[src/rtl/lcd_byte_writer.sv]
// Byte engine for an HD44780 character LCD: buffers {rs, data} bytes in a small FIFO
// and plays each one out with address setup, a timed enable pulse and a post-write wait.
module lcd_byte_writer #(
  parameter int EN_HIGH    = 12,
  parameter int SHORT_WAIT = 2000,
  parameter int LONG_WAIT  = 82000,
  parameter int FIFO_DEPTH = 4,
  parameter int CNT_W      = 20
) (
  input  logic                          clk,
  input  logic                          rst,
  input  logic                          in_valid,
  output logic                          in_ready,
  input  logic                          in_rs,
  input  logic [7:0]                    in_data,
  output logic                          en,
  output logic                          rs,
  output logic [7:0]                    data,
  output logic                          busy,
  output logic [$clog2(FIFO_DEPTH):0]   fifo_count
);

  localparam int PTR_W = $clog2(FIFO_DEPTH);

  localparam logic [PTR_W:0]   FULL_CNT   = (PTR_W+1)'(FIFO_DEPTH);
  localparam logic [PTR_W:0]   ONE_CNT    = (PTR_W+1)'(1);
  localparam logic [PTR_W-1:0] ONE_PTR    = PTR_W'(1);
  localparam logic [CNT_W-1:0] ONE_DLY    = CNT_W'(1);
  localparam logic [CNT_W-1:0] EN_LAST    = CNT_W'(EN_HIGH - 1);
  localparam logic [CNT_W-1:0] SHORT_LAST = CNT_W'(SHORT_WAIT - 1);
  localparam logic [CNT_W-1:0] LONG_LAST  = CNT_W'(LONG_WAIT - 1);

  typedef enum logic [1:0] {IDLE, SETUP, PULSE, WAIT} state_t;

  state_t           state_q, state_d;
  logic [CNT_W-1:0] cnt_q, cnt_d;
  logic             long_q, long_d;
  logic             en_q, en_d;
  logic             rs_q, rs_d;
  logic [7:0]       data_q, data_d;
  logic [PTR_W-1:0] wr_ptr_q, wr_ptr_d;
  logic [PTR_W-1:0] rd_ptr_q, rd_ptr_d;
  logic [PTR_W:0]   count_q, count_d;
  logic [8:0]       mem_q [FIFO_DEPTH];
  logic             push, pop;

  // A full FIFO refuses pushes even when a pop frees a slot in the same cycle.
  always_comb begin
    push     = in_valid && (count_q != FULL_CNT);
    pop      = (state_q == IDLE) && (count_q != '0);
    wr_ptr_d = push ? wr_ptr_q + ONE_PTR : wr_ptr_q;
    rd_ptr_d = pop  ? rd_ptr_q + ONE_PTR : rd_ptr_q;
    count_d  = count_q;
    if (push && !pop) begin
      count_d = count_q + ONE_CNT;
    end else if (pop && !push) begin
      count_d = count_q - ONE_CNT;
    end
  end

  always_comb begin
    state_d = state_q;
    cnt_d   = cnt_q;
    long_d  = long_q;
    en_d    = 1'b0;
    rs_d    = rs_q;
    data_d  = data_q;
    case (state_q)
      IDLE: begin
        if (pop) begin
          {rs_d, data_d} = mem_q[rd_ptr_q];
          cnt_d          = '0;
          state_d        = SETUP;
        end
      end
      SETUP: begin
        en_d    = 1'b1;
        state_d = PULSE;
      end
      PULSE: begin
        if (cnt_q == EN_LAST) begin
          cnt_d   = '0;
          // Clear display and return home need the long settle time.
          long_d  = !rs_q && (data_q[7:2] == 6'd0) && (data_q != 8'd0);
          state_d = WAIT;
        end else begin
          en_d  = 1'b1;
          cnt_d = cnt_q + ONE_DLY;
        end
      end
      WAIT: begin
        if (cnt_q == (long_q ? LONG_LAST : SHORT_LAST)) begin
          cnt_d   = '0;
          state_d = IDLE;
        end else begin
          cnt_d = cnt_q + ONE_DLY;
        end
      end
      default: state_d = IDLE;
    endcase
  end

  always_ff @(posedge clk) begin
    if (push) begin
      mem_q[wr_ptr_q] <= {in_rs, in_data};
    end
  end

  always_ff @(posedge clk or posedge rst) begin
    if (rst) begin
      state_q  <= IDLE;
      cnt_q    <= '0;
      long_q   <= 1'b0;
      en_q     <= 1'b0;
      rs_q     <= 1'b0;
      data_q   <= 8'h00;
      wr_ptr_q <= '0;
      rd_ptr_q <= '0;
      count_q  <= '0;
    end else begin
      state_q  <= state_d;
      cnt_q    <= cnt_d;
      long_q   <= long_d;
      en_q     <= en_d;
      rs_q     <= rs_d;
      data_q   <= data_d;
      wr_ptr_q <= wr_ptr_d;
      rd_ptr_q <= rd_ptr_d;
      count_q  <= count_d;
    end
  end

  assign in_ready   = (count_q != FULL_CNT);
  assign en         = en_q;
  assign rs         = rs_q;
  assign data       = data_q;
  assign busy       = (state_q != IDLE) || (count_q != '0);
  assign fifo_count = count_q;

endmodule

[config.mk]
export PLATFORM = sky130hd
export DESIGN_NAME = lcd_byte_writer
export DESIGN_NICKNAME = d
export VERILOG_FILES = /design/src/rtl/lcd_byte_writer.sv
export SDC_FILE = /design/constraint.sdc
export NUM_CORES = 1
export LEC_CHECK = 0
export BUFFER_PORTS_ARGS = -buffer_cell sky130_fd_sc_hd__buf_2
export CAP_MARGIN = 15
export CELL_PAD_IN_SITES_DETAIL_PLACEMENT = 1
export CELL_PAD_IN_SITES_GLOBAL_PLACEMENT = 2
export CORE_MARGIN = 10
export CORE_UTILIZATION = 42
export DETAILED_ROUTE_END_ITERATION = 8
export PLACE_DENSITY_LB_ADDON = 0.05
export SYNTH_ARGS = -nofsm -noshare
export SYNTH_HDL_FRONTEND = slang
export SYNTH_SLANG_ARGS = --single-unit
[constraint.sdc]
create_clock -name clk -period 2.7 [get_ports clk]
set_clock_uncertainty 0.15 [all_clocks]
set_input_delay 0.54 -clock clk [delete_from_list [all_inputs] [get_ports clk]]
set_output_delay 0.54 -clock clk [all_outputs]
set_load 0.1 [all_outputs]
==> impl_metrics.csv, run 1 <==
group,metric,value,unit
status,status,"finished clean",
final_layout,final_cell_mix,"37 x dfrtp_1, 36 x edfxtp_1, 26 x buf_2",
synthesis,ys_seq_elements,76,
setup_path,r2r_slack,0.29,ns
setup_path,reg2reg_depth,7,
sta,rsz0062_at_grt,"false",
detailed_routing,drt-initial-drc-count,57,
synthesis,async_flop_share,52.6,%
power_and_ir_drop,combPwrFrac,18.6,%
final_layout,drive_gt1_share,25.8,%
detailed_routing,via_per_inst,5.47,
synthesis,syn_area,0.00353,mm2
place,dpl.hpwl,5.48,mm
setup_path,cp.arrival,1.83,ns
detailed_routing,wire_per_inst,18.4,um
hold_path,hp-class,"in -> reg",
final_layout,n_fill_cell,854,
setup_path,cp-start-kind,"flip-flop",
cts,cts_buffer_depth,2,
power_and_ir_drop,ir_worst_vdd,0.000644,V
power_and_ir_drop,leakagePower,1.60,nW
final_layout,stdcell_area,0.00402,mm2
place,place.gp.congestion,0.761,
final_layout,fin_nets,324,
sta,drv_slew,0,
cts,tritoncts,"done",
grt,grt.total_usage,12.8,%
synthesis,postSynthAreaPerCell,13.2,um2
grt,grt_pass1_vias,2426,
power_and_ir_drop,netSwitchingFraction,32.8,%
power_and_ir_drop,intPower,0.00196,W
detailed_routing,vias,2250,
sta,hold_viol,0,
sta,slew-limit-headroom,55.8,%
sta,worst_pin_slew,0.663,ns
die,die_x,112,um
sta,timing.final.crit_period,2.52,ns
setup_path,end_kind,"output port",
sta,final-setup-viol-count,0,
synthesis,synth.distinct_cells,43,
place,post_dp_cell_area,0.00380,mm2
synthesis,syn_inst,267,
final_layout,area_growth_syn_to_layout,14.0,%
synthesis,yosys_most_used_dff,"dfrtp_1",
cts,numCtsBuffers,9,
final_layout,ff_latch_area,0.00209,mm2
detailed_routing,drt_pass1_iterations,4,
detailed_routing,drc,0,
setup_path,cp_max_fo,5,
grt,antenna_found_initial,0,
cts,cts_max_level,3,
die,die-area,0.0125,mm2
place,io_buffers,26,
sta,fmax,397,MHz
final_layout,final_common_cell,"dfrtp_1",
setup_path,r2r-start,"state_q[0]",
cts,worstSkewPairLatency,0.35,ns
die,start_util,43.1,%
setup_path,critPathRequiredTime,2.01,ns
synthesis,ys_seq_area_share,59.0,%
synthesis,yosysWarnings,0,
hold_path,hp-start,"in_data[5]",
sta,period_share,93.3,%
power_and_ir_drop,switching_power,0.000956,W
detailed_routing,drt_wl_total,7.55,mm
cts,cts_num_sinks,76,
final_layout,diodes,0,
synthesis,synthesis.nets,290,
die,rows,33,
setup_path,worst_r2r_endpoint,"cnt_q[6]",
setup_path,critPathKind,"reg -> out",
flow_run,maxCapViolCount,0,
die,die_h,112,um
grt,grt_pass1_wl,13.0,mm
cts,cts.clk_slew.worst_paths,0.09,ns
power_and_ir_drop,p_seq_share,50.4,%
grt,grt_overflow,0,
synthesis,synth_enable_flop_cells,36,
die,core,0.00818,mm2
power_and_ir_drop,pwr-share-clk,30.9,%
sta,finalSetupTns,0,ns
hold_path,hold_end,"mem_q[1][5]",
final_layout,multi_input_area,0.00137,mm2
hold_path,min_path_cells,1,
grt,grt_max_degree,29,
detailed_routing,ant_nets,0,
power_and_ir_drop,p_per_area,725,mW/mm2
die,ios,27,
cts,root_buffer,"clkbuf_8",
## layer usage
layer  part of all wire, %  vias to the layer above  GRT usage [%]  wire (um)
li1                      -                     1059              -          -
met1                    45                     1152           15.5       3390
met2                    51                       31           21.4       3830
met3                   3.1                        8           3.49        232
met4                   1.2                        0           4.11         89
met5                     0                        -              0          0
## stage by stage
stage                     utilization (%)  worst slack, ns  hold WS (ns)  cells  power (W)
after floorplan                         -          0.00474         0.340    267    0.00190
after global placement               46.4            0.319         0.367    394    0.00204
after detailed placement             46.4            0.270         0.374    394    0.00205
after CTS                            49.1           0.0118         0.233    411    0.00295
after global routing                 49.2          0.00634         0.237    411    0.00307
final                                49.2            0.180         0.250    411    0.00292
## worst max-delay path, cell delays in order (launching register included)
cell and delay (ns):
dfrtp_1 0.42, inv_1 0.10, ha_1 0.21, nor4b_4 0.38, inv_1 0.07, buf_2 0.30
## worst max path at each step
stage | depth (start not counted) | end | from
3_3_place_gp | 7 | cnt_q[6] | state_q[0]
6_report | 5 | busy | state_q[0]
3_5_place_dp | 7 | cnt_q[6] | state_q[0]
2_1_floorplan | 9 | fifo_count[2] | fifo_count[0]
4_1_cts | 5 | busy | state_q[0]
5_1_grt | 5 | busy | state_q[0]
## power groups by stage
stage / clock network (W) / logic (W) / registers [W]
2_1_floorplan: 0 / 0.000267 / 0.00163
3_3_place_gp: 0 / 0.000549 / 0.00149
3_5_place_dp: 0 / 0.000553 / 0.00149
4_1_cts: 0.000927 / 0.000556 / 0.00147
5_1_grt: 0.000982 / 0.000592 / 0.00149
6_report: 0.000902 / 0.000543 / 0.00147
## layout make-up
| type | count | area share (%) |
|---|---|---|
| Inverter | 13 | 1.21 |
| Timing Repair Buffer | 32 | 4.42 |
| Clock buffer | 9 | 3.08 |
| Sequential cell | 76 | 51.9 |
| Tap cell | 105 | 3.27 |
| Multi-Input combinational cell | 169 | 34.1 |
| Clock inverter | 7 | 2.02 |
## logic make-up after synthesis
group / Yosys count / synth area share, %
adders and majority gates: 11 / 4.11
buffers and inverters: 22 / 2.70
and+or+nand+nor: 90 / 14.7
DFF: 76 / 59.0
xor gates and xnor gates: 17 / 4.22
AOI/OAI and AO/OA: 31 / 6.00
muxes: 20 / 9.26
## Yosys cell counts, types with 3 or more instances
cell	instances	area [um2]
nand4_1	4	25.0
ha_1	10	125
nor3_1	6	30.0
xor2_1	7	61.3
dfrtp_1	40	1000
nor4_1	9	56.3
xnor2_1	10	87.6
buf_2	4	20.0
nand3_1	15	75.1
o211ai_1	4	30.0
and3_1	8	50.1
clkbuf_1	4	15.0
mux4_2	9	203
inv_1	13	48.8
mux2_2	10	113
nor2_1	21	78.8
o21ai_0	14	70.1
edfxtp_1	36	1080
a21oi_1	3	15.0
nand2_1	10	37.5
## what timing repair did
item / 4_1_cts / 5_1_grt
gates resized for setup: 0 / 1
setup endpoints to repair: 0 / 1
setup buffers: 0 / 0
endpoints found under the hold margin: 8 / 0
hold buffers: 1 / 0
## registers in the layout (all words and copies together) (netlist names)
register	count
fifo_count	3
long_q	1
state_q	2
en	1
cnt_q	20
rd_ptr_q	2
wr_ptr_q	2
rs	1
mem_q	36
data	8
(Power assumes the default switching activity.)
==> run 2, diff against run 1 <==
--- a/config.mk
+++ b/config.mk
@@ -12,7 +12,7 @@
 export CORE_MARGIN = 10
 export CORE_UTILIZATION = 42
 export DETAILED_ROUTE_END_ITERATION = 8
-export PLACE_DENSITY_LB_ADDON = 0.05
+export PLACE_DENSITY_LB_ADDON = 0.1
 export SYNTH_ARGS = -nofsm -noshare
 export SYNTH_HDL_FRONTEND = slang
 export SYNTH_SLANG_ARGS = --single-unit
==> run 2 against run 1 <==
Effect of this change: worst hold slack worse by 0.24 ns; die area stayed put; utilization is 0.50 points higher; worst setup slack worse by 0.0060 ns; global-route usage is 0.51 points higher; first-iteration DRC count is 32% lower; critical path depth stayed put; register-to-register slack hardly changed; routed wire length is 2.8% higher; fmax is 0.24% lower; sequential power hardly changed; cell count is 0.73% higher.
==> impl_metrics.csv, run 2 (synthesized netlist as in run 1, its figures left out) <==
group,metric,value,unit
setup_path,endpoint,"busy",
setup_path,r2r_slack,0.28,ns
cts,cts.clk_slew.worst_paths,0.09,ns
setup_path,cp-start-kind,"flip-flop",
sta,final-setup-viol-count,0,
final_layout,final_cell_mix,"37 x dfrtp_1, 36 x edfxtp_1, 26 x buf_2",
sta,hold_viol,0,
detailed_routing,ant_nets,0,
final_layout,area_growth_syn_to_layout,15.1,%
setup_path,cp.arrival,1.84,ns
die,die_x,112,um
setup_path,end_kind,"output port",
setup_path,crit_path_start,"state_q[0]",
cts,cts_max_level,3,
status,status,"finished clean",
power_and_ir_drop,p_per_area,725,mW/mm2
die,rows,33,
sta,finalSetupTns,0,ns
sta,rsz0062_at_grt,"false",
die,die-area,0.0125,mm2
grt,antenna_found_initial,0,
die,core,0.00818,mm2
place,io_buffers,26,
sta,drv_slew,0,
detailed_routing,met2WireLength,3.91,mm
sta,slew-limit-headroom,58.6,%
place,place.gp.congestion,0.771,
cts,root_buffer,"clkbuf_8",
power_and_ir_drop,pwr-share-clk,31.2,%
flow_run,maxCapViolCount,0,
final_layout,stdcell_area,0.00406,mm2
grt,grt_overflow,0,
grt,grt_max_degree,19,
sta,worst_pin_slew,0.617,ns
cts,cts_buffer_depth,2,
final_layout,final_common_cell,"dfrtp_1",
cts,worstSkewPairLatency,0.36,ns
final_layout,largest_register,"mem_q",
setup_path,r2r-start,"cnt_q[12]",
hold_path,hp-class,"in -> async",
die,ios,27,
final_layout,diodes,0,
power_and_ir_drop,intPower,0.00197,W
detailed_routing,met3RoutedLength,230,um
power_and_ir_drop,ir_worst_vdd,0.000575,V
final_layout,fin_nets,327,
power_and_ir_drop,switching_power,0.000976,W
detailed_routing,wl_met1,3.48,mm
sta,period_share,93.6,%
power_and_ir_drop,netSwitchingFraction,33.2,%
detailed_routing,drc,0,
detailed_routing,drt-initial-drc-count,39,
cts,cts_num_sinks,76,
detailed_routing,via_per_inst,5.41,
final_layout,largest_reg_flops,36,
setup_path,reg2reg_depth,5,
detailed_routing,top_layer,"met4",
die,start_util,43.1,%
detailed_routing,drt_wl_total,7.76,mm
cts,tritoncts,"done",
final_layout,drive_gt1_share,26.9,%
detailed_routing,wire_per_inst,18.7,um
setup_path,cp_max_fo,5,
power_and_ir_drop,p_seq_share,50.1,%
grt,grt.total_usage,13.3,%
setup_path,worst_r2r_endpoint,"state_q[1]",
die,die_h,112,um
power_and_ir_drop,combPwrFrac,18.7,%
grt,grt_pass1_wl,13.5,mm
cts,cts_setup_buffers,0,
power_and_ir_drop,leakagePower,1.63,nW
setup_path,critPathKind,"reg -> out",
place,post_dp_cell_area,0.00385,mm2
cts,numCtsBuffers,9,
detailed_routing,vias,2238,
cts,ctsHoldBuffers,0,
detailed_routing,drt_pass1_iterations,4,
sta,fmax,396,MHz
sta,timing.final.crit_period,2.53,ns
place,dpl.hpwl,5.71,mm
grt,grt_pass1_vias,2552,
setup_path,critPathRequiredTime,2.01,ns
-- run 2: cell count changes in the layout (fill, tap and decap cells not counted), sizes merged --
cell         delta
clkinvlp        -1
dlygate4sd3     -1
clkinv          +1
buf             +4
-- run 2: through the flow --
stage / util [%] / hold WS [ns] / setup WS [ns] / total power (W) / cells
after floorplan: - / 0.340 / 0.00474 / 0.00190 / 267
after global placement: 46.7 / 0.369 / 0.288 / 0.00203 / 397
final: 49.7 / 0.0141 / 0.174 / 0.00294 / 414
after CTS: 49.6 / 0.0177 / 0.00149 / 0.00297 / 414
after global routing: 49.7 / 0.0432 / 0.00261 / 0.00310 / 414
after detailed placement: 47.0 / 0.377 / 0.248 / 0.00205 / 398
-- run 2: power groups by stage --
stage | registers, W | clock network, W | logic [W]
2_1_floorplan | 0.00163 | 0 | 0.000267
3_3_place_gp | 0.00148 | 0 | 0.000543
3_5_place_dp | 0.00149 | 0 | 0.000558
4_1_cts | 0.00147 | 0.000948 | 0.000560
5_1_grt | 0.00149 | 0.000998 | 0.000608
6_report | 0.00147 | 0.000919 | 0.000551
-- run 2: how the worst min path moves through the flow --
| stage | slack [ns] | to |
|---|---|---|
| 6_report | 0.01 | cnt_q[7] |
| 5_1_grt | 0.04 | cnt_q[18] |
| 4_1_cts | 0.02 | cnt_q[18] |
| 3_5_place_dp | 0.38 | data[5] |
| 3_3_place_gp | 0.37 | data[3] |
| 2_1_floorplan | 0.34 | cnt_q[1] |
-- run 2: repair_timing --
item                                    CTS  global route
gates resized for setup                   0             1
hold endpoints to repair                  0             0
endpoints found under the setup margin    0             1
-- run 2: area by class of cell --
class                           instances  area, um2
Inverter                               13       48.8
Clock inverter                          7       82.6
Clock buffer                            9        124
Timing Repair Buffer                   35        218
Sequential cell                        76       2090
Tap cell                              105        131
Multi-Input combinational cell        169       1370
Fill cell                             856       4110
-- run 2: critical path, stage by stage, from the launching register on --
cell     delay (ns)
dfrtp_1        0.42
inv_1          0.11
ha_1           0.21
nor4b_4        0.38
inv_1          0.07
buf_2          0.30
-- run 2: layer usage --
metal / up-vias / GRT usage (%)
li1: 1067 / -
met1: 1126 / 16.5
met2: 31 / 22.0
met3: 14 / 2.74
met4: 0 / 5.66
met5: - / 0
==> run 3, diff against run 2 <==
--- a/config.mk
+++ b/config.mk
@@ -9,7 +9,7 @@
 export CAP_MARGIN = 15
 export CELL_PAD_IN_SITES_DETAIL_PLACEMENT = 1
 export CELL_PAD_IN_SITES_GLOBAL_PLACEMENT = 2
-export CORE_MARGIN = 10
+export CORE_MARGIN = 1.5
 export CORE_UTILIZATION = 42
 export DETAILED_ROUTE_END_ITERATION = 8
 export PLACE_DENSITY_LB_ADDON = 0.1
==> run 3 against run 2 <==
Effect of this change: register-to-register slack hardly changed; non-clock buffer count stayed put; via count is 0.18% higher; critical path depth stayed put; largest cell class unchanged; clock-buffer cell count stayed put.
==> impl_metrics.csv, run 3 (synthesized netlist as in run 1, its figures left out) <==
group,metric,value,unit
status,status,"finished clean",
die,die_h,94.6,um
grt,grt.total_usage,19.0,%
cts,cts_max_level,3,
sta,drv_slew,0,
final_layout,largest_register,"mem_q",
setup_path,path_buf_inv,3,
setup_path,cp.arrival,1.82,ns
place,place.gp.congestion,0.748,
detailed_routing,drt_wl_total,7.39,mm
setup_path,end_kind,"output port",
detailed_routing,drc,0,
final_layout,multi_input_area,0.00137,mm2
power_and_ir_drop,leakagePower,1.60,nW
grt,grt_max_degree,19,
detailed_routing,drt-initial-drc-count,51,
final_layout,fin_cells,414,
die,rows,33,
place,dpl.hpwl,5.22,mm
detailed_routing,ant_nets,0,
sta,slew-limit-headroom,60.0,%
cts,cts_num_sinks,76,
grt,grt_pass1_vias,2341,
detailed_routing,drt_pass1_iterations,4,
power_and_ir_drop,ir_worst_vdd,0.000509,V
detailed_routing,vias,2242,
die,die_x,94.6,um
die,start_util,43.1,%
cts,tritoncts,"done",
setup_path,critPathRequiredTime,2.01,ns
final_layout,largest_reg_flops,36,
setup_path,cp_max_fo,5,
final_layout,fin_nets,327,
place,place_inst,397,
sta,worst_pin_slew,0.598,ns
setup_path,critical-path-max-stage-delay,0.42,ns
sta,rsz0062_at_grt,"false",
cts,root_buffer,"clkbuf_8",
sta,period_share,92.9,%
cts,worstSkewPairLatency,0.36,ns
cts,cts_setup_buffers,0,
detailed_routing,via_per_inst,5.42,
hold_path,hp-class,"in -> reg",
setup_path,cp_slowest_cell,"dfrtp_1",
final_layout,final_common_cell,"dfrtp_1",
sta,fmax,399,MHz
sta,final-setup-viol-count,0,
setup_path,cp_common_cell,"inv_1",
power_and_ir_drop,p_per_area,708,mW/mm2
grt,grt_overflow,0,
setup_path,path_delay_family,"buffers and inverters",
final_layout,drive_gt1_share,26.5,%
sta,timing.final.crit_period,2.51,ns
cts,cts.clk_slew.worst_paths,0.09,ns
grt,antenna_found_initial,0,
final_layout,diodes,0,
die,die-area,0.00896,mm2
grt,grt_pass1_wl,12.6,mm
final_layout,ff_latch_area,0.00209,mm2
setup_path,critPathKind,"reg -> out",
final_layout,area_growth_syn_to_layout,14.0,%
detailed_routing,wire_per_inst,17.8,um
sta,hold_viol,0,
setup_path,cp-start-kind,"flip-flop",
final_layout,final_cell_mix,"37 x dfrtp_1, 36 x edfxtp_1, 26 x buf_2",
flow_run,maxCapViolCount,0,
die,ios,27,
final_layout,n_fill_cell,846,
cts,cts_buffer_depth,2,
place,io_buffers,26,
cts,numCtsBuffers,9,
die,core,0.00818,mm2
sta,finalSetupTns,0,ns
setup_path,crit_chain,"inv_1 > ha_1 > nor4b_4 > inv_1 > buf_2",
[run 3: worst paths after layout]
kind                            start          end  cells past startpoint  slack [ns]
setup / recovery           state_q[0]         busy                      5        0.19
hold / removal             in_data[5]  mem_q[2][5]                      1        0.24
setup reg to reg            cnt_q[12]   state_q[1]                      5        0.28
hold reg to reg               data[5]      data[5]                      1        0.40
max in group asynchronous         rst    cnt_q[14]                      4        1.38
min in group asynchronous         rst     cnt_q[1]                      3        0.49
[run 3: metal layers]
| layer | GRT usage [%] | routed length, um | share of wire, % | vias up |
|---|---|---|---|---|
| li1 | - | - | - | 1067 |
| met1 | 25.4 | 3510 | 48 | 1131 |
| met2 | 29.7 | 3560 | 48 | 31 |
| met3 | 3.78 | 161 | 2.2 | 13 |
| met4 | 8.96 | 155 | 2.1 | 0 |
| met5 | 0 | 0 | 0 | - |
[run 3: area by class of cell]
class	instances	area share (%)
Multi-Input combinational cell	169	34.1
Clock inverter	7	1.46
Timing Repair Buffer	35	4.98
Sequential cell	76	51.9
Clock buffer	9	3.08
Inverter	13	1.21
Tap cell	105	3.27
[run 3: metrics by stage]
| step | cell area, um2 | hold slack (ns) | util [%] | power, W | setup WS, ns |
|---|---|---|---|---|---|
| 2_1_floorplan | 3540 | 0.340 | - | 0.00190 | 0.00474 |
| 3_3_place_gp | 3820 | 0.333 | 46.7 | 0.00202 | 0.291 |
| 3_5_place_dp | 3820 | 0.339 | 46.7 | 0.00205 | 0.268 |
| 4_1_cts | 4010 | 0.228 | 49.1 | 0.00288 | 0.0168 |
| 5_1_grt | 4020 | 0.228 | 49.2 | 0.00299 | 0.0296 |
| 6_report | 4020 | 0.242 | 49.2 | 0.00284 | 0.192 |
[run 3: power by group]
part	internal, W	switching (W)	total (W)
sequential	0.00138	0.000100	0.00148
combinational	0.000146	0.000398	0.000544
clock	0.000346	0.000477	0.000823
total	0.00187	0.000975	0.00284
[run 3: what timing repair did]
| action | in CTS | in global routing |
|---|---|---|
| resized for setup | 0 | 1 |
| hold buffers | 1 | 0 |
| endpoints found under the setup margin | 0 | 1 |
| hold endpoints to repair | 8 | 0 |
